## src/rtl/fan_ctrl_multi.sv

```systemverilog
// fan_ctrl_multi: NUM_FANS inverted PWM fan outputs sharing one period counter,
// slew-limited duty ramping toward per-channel targets loaded from an FWFT
// command stream, and per-channel tach edge counting with stall detection.
module fan_ctrl_multi #(
    parameter int NUM_FANS      = 4,
    parameter int CLK_HZ        = 100000000,
    parameter int PWM_HZ        = 25000,
    parameter int MIN_PCT       = 10,
    parameter int RAMP_STEP     = 8,
    parameter int TACH_WINDOW   = 25000,
    parameter int STALL_WINDOWS = 2
) (
    input  logic                    clk100,
    input  logic                    rst_n,
    input  logic                    fan_ctrl_valid,
    input  logic [31:0]             fan_ctrl_read_rd_data,
    output logic                    fan_ctrl_read_rd_en,
    output logic                    cmd_err,
    input  logic [NUM_FANS-1:0]     fan_tach,
    output logic [NUM_FANS-1:0]     fan_pwm,
    output logic [16*NUM_FANS-1:0]  tach_count,
    output logic                    tach_valid,
    output logic [NUM_FANS-1:0]     stall
);

    localparam int PERIOD   = CLK_HZ / PWM_HZ;
    localparam int CW       = $clog2(PERIOD) + 1;
    localparam int MIN_DUTY = PERIOD * MIN_PCT / 100;
    localparam int MAX_DUTY = PERIOD - 1;
    localparam int WW       = $clog2(TACH_WINDOW + 1);
    localparam int ZW       = $clog2(STALL_WINDOWS + 1);

    localparam logic [CW-1:0] DUTY_MIN = CW'(MIN_DUTY);
    localparam logic [CW-1:0] DUTY_MAX = CW'(MAX_DUTY);
    localparam logic [CW-1:0] STEP     = CW'(RAMP_STEP);
    localparam logic [WW-1:0] WIN_LAST = WW'(TACH_WINDOW - 1);
    localparam logic [ZW-1:0] ZERO_SAT = ZW'(STALL_WINDOWS);

    logic [CW-1:0]       pwm_count;
    logic [WW-1:0]       win_cnt;
    logic                period_end;
    logic                win_end;
    logic [CW-1:0]       target   [NUM_FANS];
    logic [CW-1:0]       cur      [NUM_FANS];
    logic [CW-1:0]       cur_next [NUM_FANS];
    logic [NUM_FANS-1:0] pwm_reg;

    logic [7:0]          cmd_ch;
    logic [CW-1:0]       cmd_duty;
    logic [CW-1:0]       cmd_clamped;
    logic                ch_ok;
    logic                accept;
    logic                unused_bits;

    logic [NUM_FANS-1:0] tach_s0;
    logic [NUM_FANS-1:0] tach_s1;
    logic [NUM_FANS-1:0] tach_s2;
    logic [NUM_FANS-1:0] tach_edge;
    logic [15:0]         edge_cnt  [NUM_FANS];
    logic [ZW-1:0]       zero_cnt  [NUM_FANS];
    logic [ZW-1:0]       zero_next [NUM_FANS];

    assign period_end  = (pwm_count == DUTY_MAX);
    assign win_end     = period_end && (win_cnt == WIN_LAST);
    assign fan_pwm     = ~pwm_reg;
    assign tach_edge   = tach_s1 & ~tach_s2;

    assign cmd_ch      = fan_ctrl_read_rd_data[31:24];
    assign cmd_duty    = fan_ctrl_read_rd_data[CW-1:0];
    assign unused_bits = ^fan_ctrl_read_rd_data[23:CW];
    assign ch_ok       = ({1'b0, cmd_ch} < 9'(NUM_FANS));
    // Holding rd_en for the cycle after a pop keeps a still-presented FWFT word from being taken twice.
    assign accept      = fan_ctrl_valid && !fan_ctrl_read_rd_en;
    assign cmd_clamped = (cmd_duty < DUTY_MIN) ? DUTY_MIN :
                         (cmd_duty > DUTY_MAX) ? DUTY_MAX : cmd_duty;

    // Next ramped duty per channel: step toward target, landing exactly on it when close.
    always_comb begin
        for (int i = 0; i < NUM_FANS; i++) begin
            cur_next[i] = cur[i];
            if (target[i] > cur[i]) begin
                cur_next[i] = ((target[i] - cur[i]) > STEP) ? cur[i] + STEP : target[i];
            end else if (target[i] < cur[i]) begin
                cur_next[i] = ((cur[i] - target[i]) > STEP) ? cur[i] - STEP : target[i];
            end
        end
    end

    // Consecutive zero-count windows, saturating at the stall threshold.
    always_comb begin
        for (int i = 0; i < NUM_FANS; i++) begin
            zero_next[i] = '0;
            if (edge_cnt[i] == 16'd0) begin
                zero_next[i] = (zero_cnt[i] >= ZERO_SAT) ? ZERO_SAT : zero_cnt[i] + 1'b1;
            end
        end
    end

    // Shared PWM period counter and count of completed periods in the tach window.
    always_ff @(posedge clk100 or negedge rst_n) begin
        if (!rst_n) begin
            pwm_count <= '0;
            win_cnt   <= '0;
        end else begin
            pwm_count <= period_end ? '0 : pwm_count + 1'b1;
            if (period_end) begin
                win_cnt <= win_end ? '0 : win_cnt + 1'b1;
            end
        end
    end

    // Per-channel target/current duty and registered PWM compare; reset is full speed.
    always_ff @(posedge clk100 or negedge rst_n) begin
        if (!rst_n) begin
            for (int i = 0; i < NUM_FANS; i++) begin
                target[i] <= DUTY_MAX;
                cur[i]    <= DUTY_MAX;
            end
            pwm_reg <= '1;
        end else begin
            for (int i = 0; i < NUM_FANS; i++) begin
                pwm_reg[i] <= (pwm_count <= cur[i]);
                if (period_end) begin
                    cur[i] <= cur_next[i];
                end
                if (accept && ch_ok && (cmd_ch == 8'(i))) begin
                    target[i] <= cmd_clamped;
                end
            end
        end
    end

    // Command pop and bad-channel error pulses.
    always_ff @(posedge clk100 or negedge rst_n) begin
        if (!rst_n) begin
            fan_ctrl_read_rd_en <= 1'b0;
            cmd_err             <= 1'b0;
        end else begin
            fan_ctrl_read_rd_en <= accept;
            cmd_err             <= accept && !ch_ok;
        end
    end

    // Tach synchroniser, edge counting, window latch and stall tracking.
    always_ff @(posedge clk100 or negedge rst_n) begin
        if (!rst_n) begin
            tach_s0    <= '0;
            tach_s1    <= '0;
            tach_s2    <= '0;
            tach_valid <= 1'b0;
            tach_count <= '0;
            stall      <= '0;
            for (int i = 0; i < NUM_FANS; i++) begin
                edge_cnt[i] <= '0;
                zero_cnt[i] <= '0;
            end
        end else begin
            tach_s0    <= fan_tach;
            tach_s1    <= tach_s0;
            tach_s2    <= tach_s1;
            tach_valid <= win_end;
            for (int i = 0; i < NUM_FANS; i++) begin
                if (win_end) begin
                    tach_count[16*i +: 16] <= edge_cnt[i];
                    // An edge on the latch cycle belongs to the next window.
                    edge_cnt[i] <= {15'd0, tach_edge[i]};
                    zero_cnt[i] <= zero_next[i];
                    stall[i]    <= (zero_next[i] >= ZERO_SAT);
                end else if (tach_edge[i] && (edge_cnt[i] != 16'hFFFF)) begin
                    edge_cnt[i] <= edge_cnt[i] + 16'd1;
                end
            end
        end
    end

endmodule

```

## config.mk

```make
export PLATFORM = sky130hd
export DESIGN_NAME = fan_ctrl_multi
export DESIGN_NICKNAME = d
export VERILOG_FILES = /design/src/rtl/fan_ctrl_multi.sv
export SDC_FILE = /design/constraint.sdc
export NUM_CORES = 1
export LEC_CHECK = 0
export ABC_CLOCK_PERIOD_IN_PS = 3600
export CORE_ASPECT_RATIO = 0.75
export CORE_MARGIN = 2
export CORE_UTILIZATION = 55
export CTS_CLUSTER_SIZE = 30
export DETAILED_ROUTE_END_ITERATION = 16
export HOLD_SLACK_MARGIN = 0.02
export PLACE_DENSITY = 0.77
export SYNTH_ARGS = -nofsm -noshare
export SYNTH_HDL_FRONTEND = slang
export SYNTH_SLANG_ARGS = --single-unit
export TNS_END_PERCENT = 1
```

## constraint.sdc

```tcl
create_clock -name clk100 -period 3.6 [get_ports clk100]
set_input_delay 0.9 -clock clk100 [delete_from_list [all_inputs] [get_ports clk100]]
set_output_delay 0.9 -clock clk100 [all_outputs]
set_load 0.01 [all_outputs]
```

==> metrics <==
FFs w/ async S/R, synth=100.0%; RSZ-0062 raised after global routing=true; r2r worst-path depth=14; syn_nets=2635; Worst Setup Path Type=register to register; Critical Path, Cell by Cell=ha_4, inv_2, fa_2, a21o_1, a22o_1, or4b_4, a221oi_2, and4_1, nand4_1, buf_4, o21bai_4, buf_6, a21oi_2, mux2_4; Detail Placement HPWL=roughly 42000 um; endpoints failing setup=1; drt via density=approximately 6.1; ys flop type=dfrtp_1; final wirelength=just under 60000 um; top-count cell post-synth=nand2_1; largest net degree at the start of global routing=between 70 and 80; I/O Pins=between 100 and 150; Stages on worst setup path=14; port bufs=slightly above 100; cts bufs inserted=30; Worst Setup Slack, final=-0.01179 ns; Buf/Inv on CP=3; vias in the first global route=~18000; Initial Util=a little under three fifths; CP max-delay cell=dfstp_2; antenna viol nets, final=0; worst hold path class=primary input to async pin; vias=19150; Layout area overhead=18.04%; Total GRT Usage=between 30% and 40%; DIE AREA=about 38000 um2; top cells by area, synth=dfrtp_1, dfstp_2, ha_1; Post-Syn Area=~20000 um2; CP Launch Type=register; slowest stage delay, CP=between 0.5 and 0.6 ns; placer's final routability congestion estimate=0.9530; Fill cells=around 3000; Worst Path Max Fanout=3; Adder-Cell Fraction of Synth Area=a little over a tenth; top-area cell type share of the netlist area=25.44%; Synth Instances=2422; Sink Count=290; Final Cycle Share=100.3%; worst setup path end=cur[16]; grt total ovfl=0; Pleak=0.01066 uW; Reg2Reg Setup Slack=-0.01 ns; Worst EP arrival=between 4 and 5 ns; die span in y=170.2 um; max-cap viol count=0; clock-pin slew on the worst setup and hold paths=0.07 ns; WL met2=between 20000 and 30000 um; first-pass GRT wire length=94320 um; failing checks=negative setup slack; CP Launch Point=cur[13]; Ant. Diodes=0; Required @ worst endpoint=roughly 4 ns; final worst path period need=around 3.6 ns; top sig layer=met4; Bufs on Longest Clock Path=3; Net count, final=about 2800; initial antenna violation count=0; crit path capture type=register; CP top delay family=simple AND/OR/NAND/NOR gates; Fmax=around 280 MHz; row count=60; Post-Synth XOR/XNOR Area=4.927%; drt drc=0; largest registers=edge_cnt (64), tach_count (64); share of layout cells above drive strength 1=roughly 14%; DRT met1 WL=26800 um; TritonCTS clock tree=built; PD cells=between 300 and 400 nW/um2; die extent in x=225.6 um; synth warn=0; sequential area share after synthesis=36.33%; Post-synth top cells=nand2_1, o21ai_0, dfrtp_1, nor2_1, ha_1; Worst slew margin=about two fifths; VDD IR max=between 0.4 and 0.5 mV; Clk Latency, worst-skew pair=~0.57 ns; Avg Inst Size Synth=approximately 8.4 um2; post-synthesis mux area share=under 10%; post-synthesis compound-gate area fraction=a little under a fifth; Root Driver=clkbuf_16; DRT Pass-1 Iters=8; simple-gate portion of the synthesized area=21.83%; tightest hold margin=between 0.3 and 0.4 ns; RR Endpoint=cur[16]; Yosys reg bits=290; post-synth cell types=slightly above 90; Core Area=approximately 36000 um2; main combinational cell family by area after synthesis=simple AND/OR/NAND/NOR gates; worst r2r src=cur[13]; EDFF count, synth=0; DRT iter0 DRCs=approximately 2100; Final Skew=between 0.015 and 0.02 ns; Fin. Hold Viols=0; status=complete, but fails checks; wire length on met3=approximately 4600 um; Worst-Margin Slew=just over 0.9 ns; setup TNS=-0.01179 ns; Avg WL per Cell=around 19 um; H-Tree Level Count=1; final slew viol count=0; post-synth top area cell=dfrtp_1
metrics by stage:
step | instance area [um2] | cells | power [uW] | setup WS (ns) | util [%]
final | 23920 | 3116 | 9286 | -0.01179 | 66.24
after global routing | 23920 | 3116 | 9729 | -0.1269 | 66.24
after CTS | 23640 | 3113 | 9174 | 0.001215 | 65.47
after detailed placement | 22580 | 3057 | 5888 | -0.09659 | 62.53
after global placement | 22580 | 3057 | 5825 | -0.04899 | 62.53
after floorplan | 20260 | 2422 | 5120 | 0.1721 | -
kinds of logic after synthesis:
family / after synthesis
AO/OA/AOI/OAI: 613
buffers and inverters: 264
multiplexers: 32
adder cells (fa/ha/maj): 174
flip-flops: 290
AND/OR/NAND/NOR: 935
XOR/XNOR: 114
per-layer routing:
metal,GRT usage [%],up-vias
li1,-,8903
met1,45.31,9319
met2,46.07,811
met3,4.368,118
met4,7.314,0
met5,0,-
layout by cell type, fill, tap and decap left out, types with 7 or more instances in the layout:
master / count
nand2_1: 346
o21ai_0: 213
dfrtp_1: 206
nor2_1: 187
inv_1: 163
ha_1: 163
buf_4: 125
a21oi_1: 122
clkdlybuf4s50_1: 101
dfstp_2: 84
nand3_1: 73
xnor2_1: 71
nand4_1: 55
nor3_1: 50
xor2_1: 43
or3_1: 39
a21o_1: 37
clkbuf_16: 31
nor2b_1: 30
o21a_1: 28
nor4_1: 25
and3_1: 25
nand2b_1: 22
mux2i_1: 22
a31oi_1: 21
a211oi_1: 17
or2_2: 14
o211ai_1: 13
o221ai_1: 12
o21bai_1: 11
nor3b_1: 11
and2_1: 9
or4_1: 9
o31ai_1: 9
a211o_1: 8
o21ai_1: 7
o22ai_1: 7
clkinv_2: 7
timing repair:
item                       4_1_cts  5_1_grt
pin swaps                        5       26
setup buffers                    1        3
gates resized for setup          9       63
hold buffers                     0        0
setup endpoints to repair       19       46
where the power goes:
group / leakage (uW) / internal [uW] / total [uW] / switching (uW)
registers: 0.00367 / 3420 / 3620 / 199
clock network: 0.000496 / 1900 / 3240 / 1340
logic: 0.00649 / 1050 / 2420 / 1370
area by class of cell:
class                   instances  area [um2]  area share (%)
inverters                     168       630.6           2.636
clock inverters                16       195.2          0.8160
multi-input cells            1868       12130           50.72
well taps                     496       620.6           2.595
clock buffers                  39       825.8           3.452
flip-flops and latches        290        7362           30.78
repair buffers                239        2152           8.997
worst min-delay path by stage:
stage          slack, ns  depth (start not counted)          to
5_1_grt             0.35                          1  target[38]
2_1_floorplan       0.33                          0  tach_s1[0]
3_3_place_gp        0.33                          0  tach_s1[3]
4_1_cts             0.33                          1  target[38]
6_report            0.32                          1     cur[38]
3_5_place_dp        0.34                          0  tach_s1[2]
Power figures use the tool's default switching activity.
